`config.mk`:
```
export PLATFORM = sky130hd
export DESIGN_NAME = ram_readback_module_flat
export DESIGN_NICKNAME = d
export VERILOG_FILES = /design/src/rtl/ram_readback_module_if.sv /design/src/rtl/ram_readback_module.sv /design/src/flat_wrapper.sv
export SDC_FILE = /design/constraint.sdc
export NUM_CORES = 1
export LEC_CHECK = 0
export ABC_AREA = 1
export ABC_CLOCK_PERIOD_IN_PS = 1400
export CORE_MARGIN = 1
export CORE_UTILIZATION = 31
export CTS_CLUSTER_SIZE = 20
export DETAILED_ROUTE_END_ITERATION = 10
export SLEW_MARGIN = 0
export SYNTH_ARGS = -nofsm -noshare
export SYNTH_HDL_FRONTEND = slang
export SYNTH_SLANG_ARGS = --single-unit
```
`constraint.sdc`:
```
create_clock -name clk -period 1.4 [get_ports clk]
set_input_delay 0.21 -clock clk [delete_from_list [all_inputs] [get_ports clk]]
set_output_delay 0.21 -clock clk [all_outputs]
set_load 0.01 [all_outputs]
```
`src/rtl/ram_readback_module_if.sv`:
```
// Valid/ready word stream leaving ram_readback_module.
// The master drives data/valid and the consumer drives ready.
interface ram_readback_module_if #(
  parameter int DATA_W = 8
);
  logic [DATA_W-1:0] out_data;
  logic              out_valid;
  logic              out_ready;

  modport master (output out_data, output out_valid, input out_ready);
  modport slave  (input out_data, input out_valid, output out_ready);
endinterface

```
`src/rtl/ram_readback_module.sv`:
```
// Sweeps a synchronous-read RAM from address 0 to DEPTH-1 after a copy and streams each word out.
// Define READBACK_SUM_EN to build the running checksum of accepted words; otherwise sum is tied to 0.
module ram_readback_module #(
  parameter int DATA_W = 8,
  parameter int ADDR_W = 4,
  parameter int DEPTH  = 16
) (
  input  logic                       clk,
  input  logic                       rst_n,
  input  logic                       start_sig,
  output logic                       done_sig,
  output logic [ADDR_W-1:0]          ram_addr,
  input  logic [DATA_W-1:0]          ram_data,
  ram_readback_module_if.master      o_stream,
  output logic [DATA_W+ADDR_W-1:0]   sum,
  output logic                       busy
);

  localparam int SUM_W = DATA_W + ADDR_W;
  localparam logic [ADDR_W-1:0] LAST_ADDR = ADDR_W'(DEPTH - 1);

  typedef enum logic [2:0] {
    S_IDLE,
    S_ADDR,
    S_CAP,
    S_SEND,
    S_DONE
  } state_t;

  state_t            r_state;
  state_t            w_state_next;
  logic [ADDR_W-1:0] r_addr;
  logic [ADDR_W-1:0] w_addr_next;
  logic [DATA_W-1:0] r_data;
  logic [DATA_W-1:0] w_data_next;
  logic              r_valid;
  logic              w_valid_next;
  logic              r_done;
  logic              w_done_next;
  logic              w_start;
  logic              w_accept;

  // A dropped start in SEND wins over a handshake, so acceptance requires start still high.
  assign w_start  = (r_state == S_IDLE) && start_sig;
  assign w_accept = (r_state == S_SEND) && start_sig && r_valid && o_stream.out_ready;

  always_ff @(posedge clk) begin
    if (!rst_n) begin
      r_state <= S_IDLE;
      r_addr  <= '0;
      r_data  <= '0;
      r_valid <= 1'b0;
      r_done  <= 1'b0;
    end else begin
      r_state <= w_state_next;
      r_addr  <= w_addr_next;
      r_data  <= w_data_next;
      r_valid <= w_valid_next;
      r_done  <= w_done_next;
    end
  end

  always_comb begin
    w_state_next = r_state;
    w_addr_next  = r_addr;
    w_data_next  = r_data;
    w_valid_next = r_valid;
    w_done_next  = 1'b0;

    if ((r_state inside {S_ADDR, S_CAP, S_SEND}) && !start_sig) begin
      w_state_next = S_IDLE;
      w_valid_next = 1'b0;
      w_addr_next  = '0;
    end else begin
      case (r_state)
        S_IDLE: begin
          if (w_start) begin
            w_addr_next  = '0;
            w_state_next = S_ADDR;
          end
        end
        S_ADDR: begin
          w_state_next = S_CAP;
        end
        S_CAP: begin
          w_data_next  = ram_data;
          w_valid_next = 1'b1;
          w_state_next = S_SEND;
        end
        S_SEND: begin
          if (w_accept) begin
            w_valid_next = 1'b0;
            if (r_addr == LAST_ADDR) begin
              w_done_next  = 1'b1;
              w_state_next = S_DONE;
            end else begin
              w_addr_next  = r_addr + 1'b1;
              w_state_next = S_ADDR;
            end
          end
        end
        S_DONE: begin
          if (!start_sig) begin
            w_state_next = S_IDLE;
          end
        end
        default: begin
          w_state_next = S_IDLE;
        end
      endcase
    end
  end

`ifdef READBACK_SUM_EN
  logic [SUM_W-1:0] r_sum;

  always_ff @(posedge clk) begin
    if (!rst_n) begin
      r_sum <= '0;
    end else if (w_start) begin
      r_sum <= '0;
    end else if (w_accept) begin
      r_sum <= r_sum + SUM_W'(r_data);
    end
  end

  assign sum = r_sum;
`else
  assign sum = '0;
`endif

  assign done_sig           = r_done;
  assign ram_addr           = r_addr;
  assign o_stream.out_data  = r_data;
  assign o_stream.out_valid = r_valid;
  assign busy               = (r_state != S_IDLE);

endmodule

```
`src/flat_wrapper.sv`:
```
// flat-port wrapper written by rule: the top's interface ports become plain ports
module ram_readback_module_flat 
#(
  parameter int DATA_W = 8,
  parameter int ADDR_W = 4,
  parameter int DEPTH  = 16
)
  (clk, rst_n, start_sig, done_sig, ram_addr, ram_data, sum, busy, o_stream_out_data, o_stream_out_valid, o_stream_out_ready);
  ram_readback_module_if #(.DATA_W(DATA_W)) o_stream_i ();
  input  logic clk;
  input  logic rst_n;
  input  logic start_sig;
  output logic done_sig;
  output logic [ADDR_W-1:0] ram_addr;
  input  logic [DATA_W-1:0] ram_data;
  output logic [DATA_W+ADDR_W-1:0] sum;
  output logic busy;
  output wire logic [$bits(o_stream_i.out_data)-1:0] o_stream_out_data;
  output wire logic [$bits(o_stream_i.out_valid)-1:0] o_stream_out_valid;
  input wire logic [$bits(o_stream_i.out_ready)-1:0] o_stream_out_ready;
  assign o_stream_out_data = o_stream_i.out_data;
  assign o_stream_out_valid = o_stream_i.out_valid;
  assign o_stream_i.out_ready = o_stream_out_ready;
  ram_readback_module #(.DATA_W(DATA_W), .ADDR_W(ADDR_W), .DEPTH(DEPTH)) u_core (.clk(clk), .rst_n(rst_n), .start_sig(start_sig), .done_sig(done_sig), .ram_addr(ram_addr), .ram_data(ram_data), .o_stream(o_stream_i), .sum(sum), .busy(busy));
endmodule
```
==> impl_metrics.env, run 1 <==
export IMPL_status="complete, no violations"
export IMPL_synth_avg_cell_area_um2=7.43
export IMPL_finalHoldViolCount=0
export IMPL_reg2reg_slack_ps=170
export IMPL_synth_cells=123
export IMPL_max_cap_viol_count=0
export IMPL_max_vdd_ir_drop_mv=1.26
export IMPL_max_freq_mhz=755
export IMPL_final_area_um2=1240
export IMPL_drive_gt1_share_pct=17.8
export IMPL_fin_crit_sh_pct=94.6
export IMPL_nNetsFinal=171
export IMPL_crit_path_start_kind="register"
export IMPL_grt_pass1_wl_um=3220
export IMPL_critical_path_cell_chain="clkdlybuf4s50_1"
export IMPL_start_util_pct=32.8
export IMPL_crit_type="register to output port"
export IMPL_grt_antenna_before_repair=0
export IMPL_overflow=0
export IMPL_hp_class="register to register"
export IMPL_dp_cells=184
export IMPL_async_reset_ff_share_pct=0
export IMPL_clkSinkCount=17
export IMPL_dieArea_um2=3170
export IMPL_yosys_area_top_type="dfxtp_1"
export IMPL_core_area_um2=2780
export IMPL_synth_area_um2=913
export IMPL_synth_flop_cell="dfxtp_1"
export IMPL_reg2regPathDepth=7
export IMPL_cts_tree="yes"
export IMPL_fin_cells=188
export IMPL_synth_seq_cells=17
export IMPL_grt_max_degree=11
export IMPL_row_count=19
export IMPL_drc_errors=0
export IMPL_cp_top_family="buffers and inverters"
export IMPL_place_area_um2=1190
export IMPL_setup_viol=0
export IMPL_wl_per_cell_um=9.61
export IMPL_clock_path_buffers=2
export IMPL_die_h_um=56.3
export IMPL_p_leak_nw=0.664
export IMPL_areaGrowthSynthToFinish_pct=35.9
export IMPL_cp_required_ps=1190
export IMPL_synth_edff_count=0
export IMPL_netlist_top_cells_count="28 x nand2_1, 17 x dfxtp_1, 15 x nand3_1, 12 x a21oi_1, 12 x buf_4"
export IMPL_cpMaxStageDelayCell="clkdlybuf4s50_1"
export IMPL_drt_iter0_drc=19
export IMPL_pin_count=39
export IMPL_htreeDepth=1
export IMPL_cp_end_kind="output port"
export IMPL_clk_latency_ps=280
export IMPL_finalMaxSlewViolations=0
export IMPL_ys_seq_area_share_pct=37.3
export IMPL_critical_path_max_stage_delay_ps=520
export IMPL_rsz0062_at_grt="false"
export IMPL_ctsHoldBuffers=0
export IMPL_ys_types=24
export IMPL_portBuffers=26
export IMPL_track_usage_pct=12.5
export IMPL_path_depth=1
export IMPL_drt_wl_total_um=1810
export IMPL_wl_met2_um=838
export IMPL_regToRegStartpoint="u_core.ram_addr[0]"
export IMPL_clk_pin_slew_ps=90
export IMPL_synth_top_area_share_pct=37.3
export IMPL_min_period_ps=1320
export IMPL_gp_congestion=0.760
export IMPL_diodes=0
export IMPL_grt_pass1_vias=743
export IMPL_wl_met3_um=62
export IMPL_crit_path_start="u_core.done_sig"
export IMPL_die_w_um=56.3
export IMPL_r2r_end="u_core.ram_addr[2]"
export IMPL_critPathBufInv=1
export IMPL_powerDensity_nw_per_um2=1430
export IMPL_vias=836
export IMPL_ant_nets=0
export IMPL_synth_most_common_cell="nand2_1"
export IMPL_worstPathMaxFanout=1
export IMPL_cts_buffers=3
export IMPL_met1_length_um=893
export IMPL_whs_ps=462
export IMPL_cp_endpoint="done_sig"
export IMPL_worstPathArrival_ps=1110
export IMPL_clockRootBuffer="clkbuf_4"
export IMPL_dp_hpwl_um=1460
export IMPL_finClkSkew_ps=0.731
export IMPL_drtPass1Iterations=4
export IMPL_yosys_top_cells_area="dfxtp_1 37%, nand2_1 12%, buf_4 9.9%"
export IMPL_routed_via_density=4.45
export IMPL_yosysWarnings=0
export IMPL_dr_max_layer_used="met4"
## flip-flops by register name (all words and copies together) (netlist names)
register,flops
u_core.o_stream.out_data,8
u_core.ram_addr,4
u_core.r_state,3
u_core.done_sig,1
u_core.o_stream.out_valid,1
## cell families (layout without fill, tap and decap cells)
logic type      count (synthesis)  after routing  share of synthesized area, %
other cells                     1             12                         0.411
fa+ha+maj                       1              1                          1.37
compound gates                 17             17                          11.8
simple gates                   65             65                          34.1
buf+inv                        22             45                          15.1
flops                          17             17                          37.3
## cell type report
cell class | count | area, um2
clock buffer | 4 | 26.3
fill | 282 | 1540
inverter | 9 | 33.8
multi-input combinational | 95 | 477
sequential | 17 | 350
tap | 31 | 38.8
timing repair buffer | 32 | 315
## what timing repair did
action / in CTS / in global routing
buffers inserted: 0 / 0
setup endpoints to repair: 7 / 8
resized for setup: 14 / 8
## worst min-delay path by stage
stage / from / end / depth (start not counted)
final: u_core.o_stream.out_data[1] / u_core.o_stream.out_data[1] / 2
after global routing: u_core.o_stream.out_data[1] / u_core.o_stream.out_data[1] / 2
after CTS: u_core.o_stream.out_data[1] / u_core.o_stream.out_data[1] / 2
after detailed placement: u_core.o_stream.out_data[4] / u_core.o_stream.out_data[4] / 2
after global placement: u_core.o_stream.out_data[7] / u_core.o_stream.out_data[7] / 2
after floorplan: ram_data[0] / u_core.o_stream.out_data[0] / 2
## cell usage in the layout (no fill, tap or decap), types with 2 or more instances in the layout
master,netlist,final
nand2_1,28,28
nand3_1,15,15
a21oi_1,12,12
conb_1,1,12
clkdlybuf4s50_1,0,12
nor2_1,11,11
dfxtp_1,17,11
dlymetal6s2s_1,0,7
inv_1,6,6
dlygate4sd2_1,0,6
buf_4,12,6
dfxtp_2,0,5
nand2_2,3,3
clkbuf_4,0,3
inv_2,2,2
nor2_4,2,2
o21ai_2,2,2
## power breakdown
part / leakage [nW] / internal, mW / total, mW / switching, mW
clock network: 0.0150 / 0.111 / 0.248 / 0.137
registers: 0.141 / 0.603 / 0.703 / 0.0999
logic: 0.508 / 0.359 / 0.821 / 0.462
## routing by layer
metal / global-route usage (%) / up-vias
li1: - / 446
met1: 17.0 / 369
met2: 19.6 / 19
met3: 3.46 / 2
met4: 3.14 / 0
met5: 0 / -
## stage by stage
stage / utilization [%] / power, mW / setup TNS [ps] / setup slack [ps]
finish: 44.6 / 1.77 / 0 / 75.9
global route: 44.6 / 1.94 / 0 / 16.9
CTS: 43.9 / 1.80 / 0 / 11.0
detailed placement: 43.0 / 1.57 / -555 / -130
global placement: 43.0 / 1.56 / -414 / -100
floorplan: - / 1.24 / 0 / 201
(Power assumes the default switching activity.)
==> run 2, diff against run 1 <==
--- a/config.mk
+++ b/config.mk
@@ -9,6 +9,7 @@
 export ABC_CLOCK_PERIOD_IN_PS = 1400
 export CORE_MARGIN = 1
 export CORE_UTILIZATION = 31
+export CTS_CLUSTER_DIAMETER = 150
 export CTS_CLUSTER_SIZE = 20
 export DETAILED_ROUTE_END_ITERATION = 10
 export SLEW_MARGIN = 0
==> results of run 2 <==
No change in the layout: final DEF, timing and power equal those of run 1.
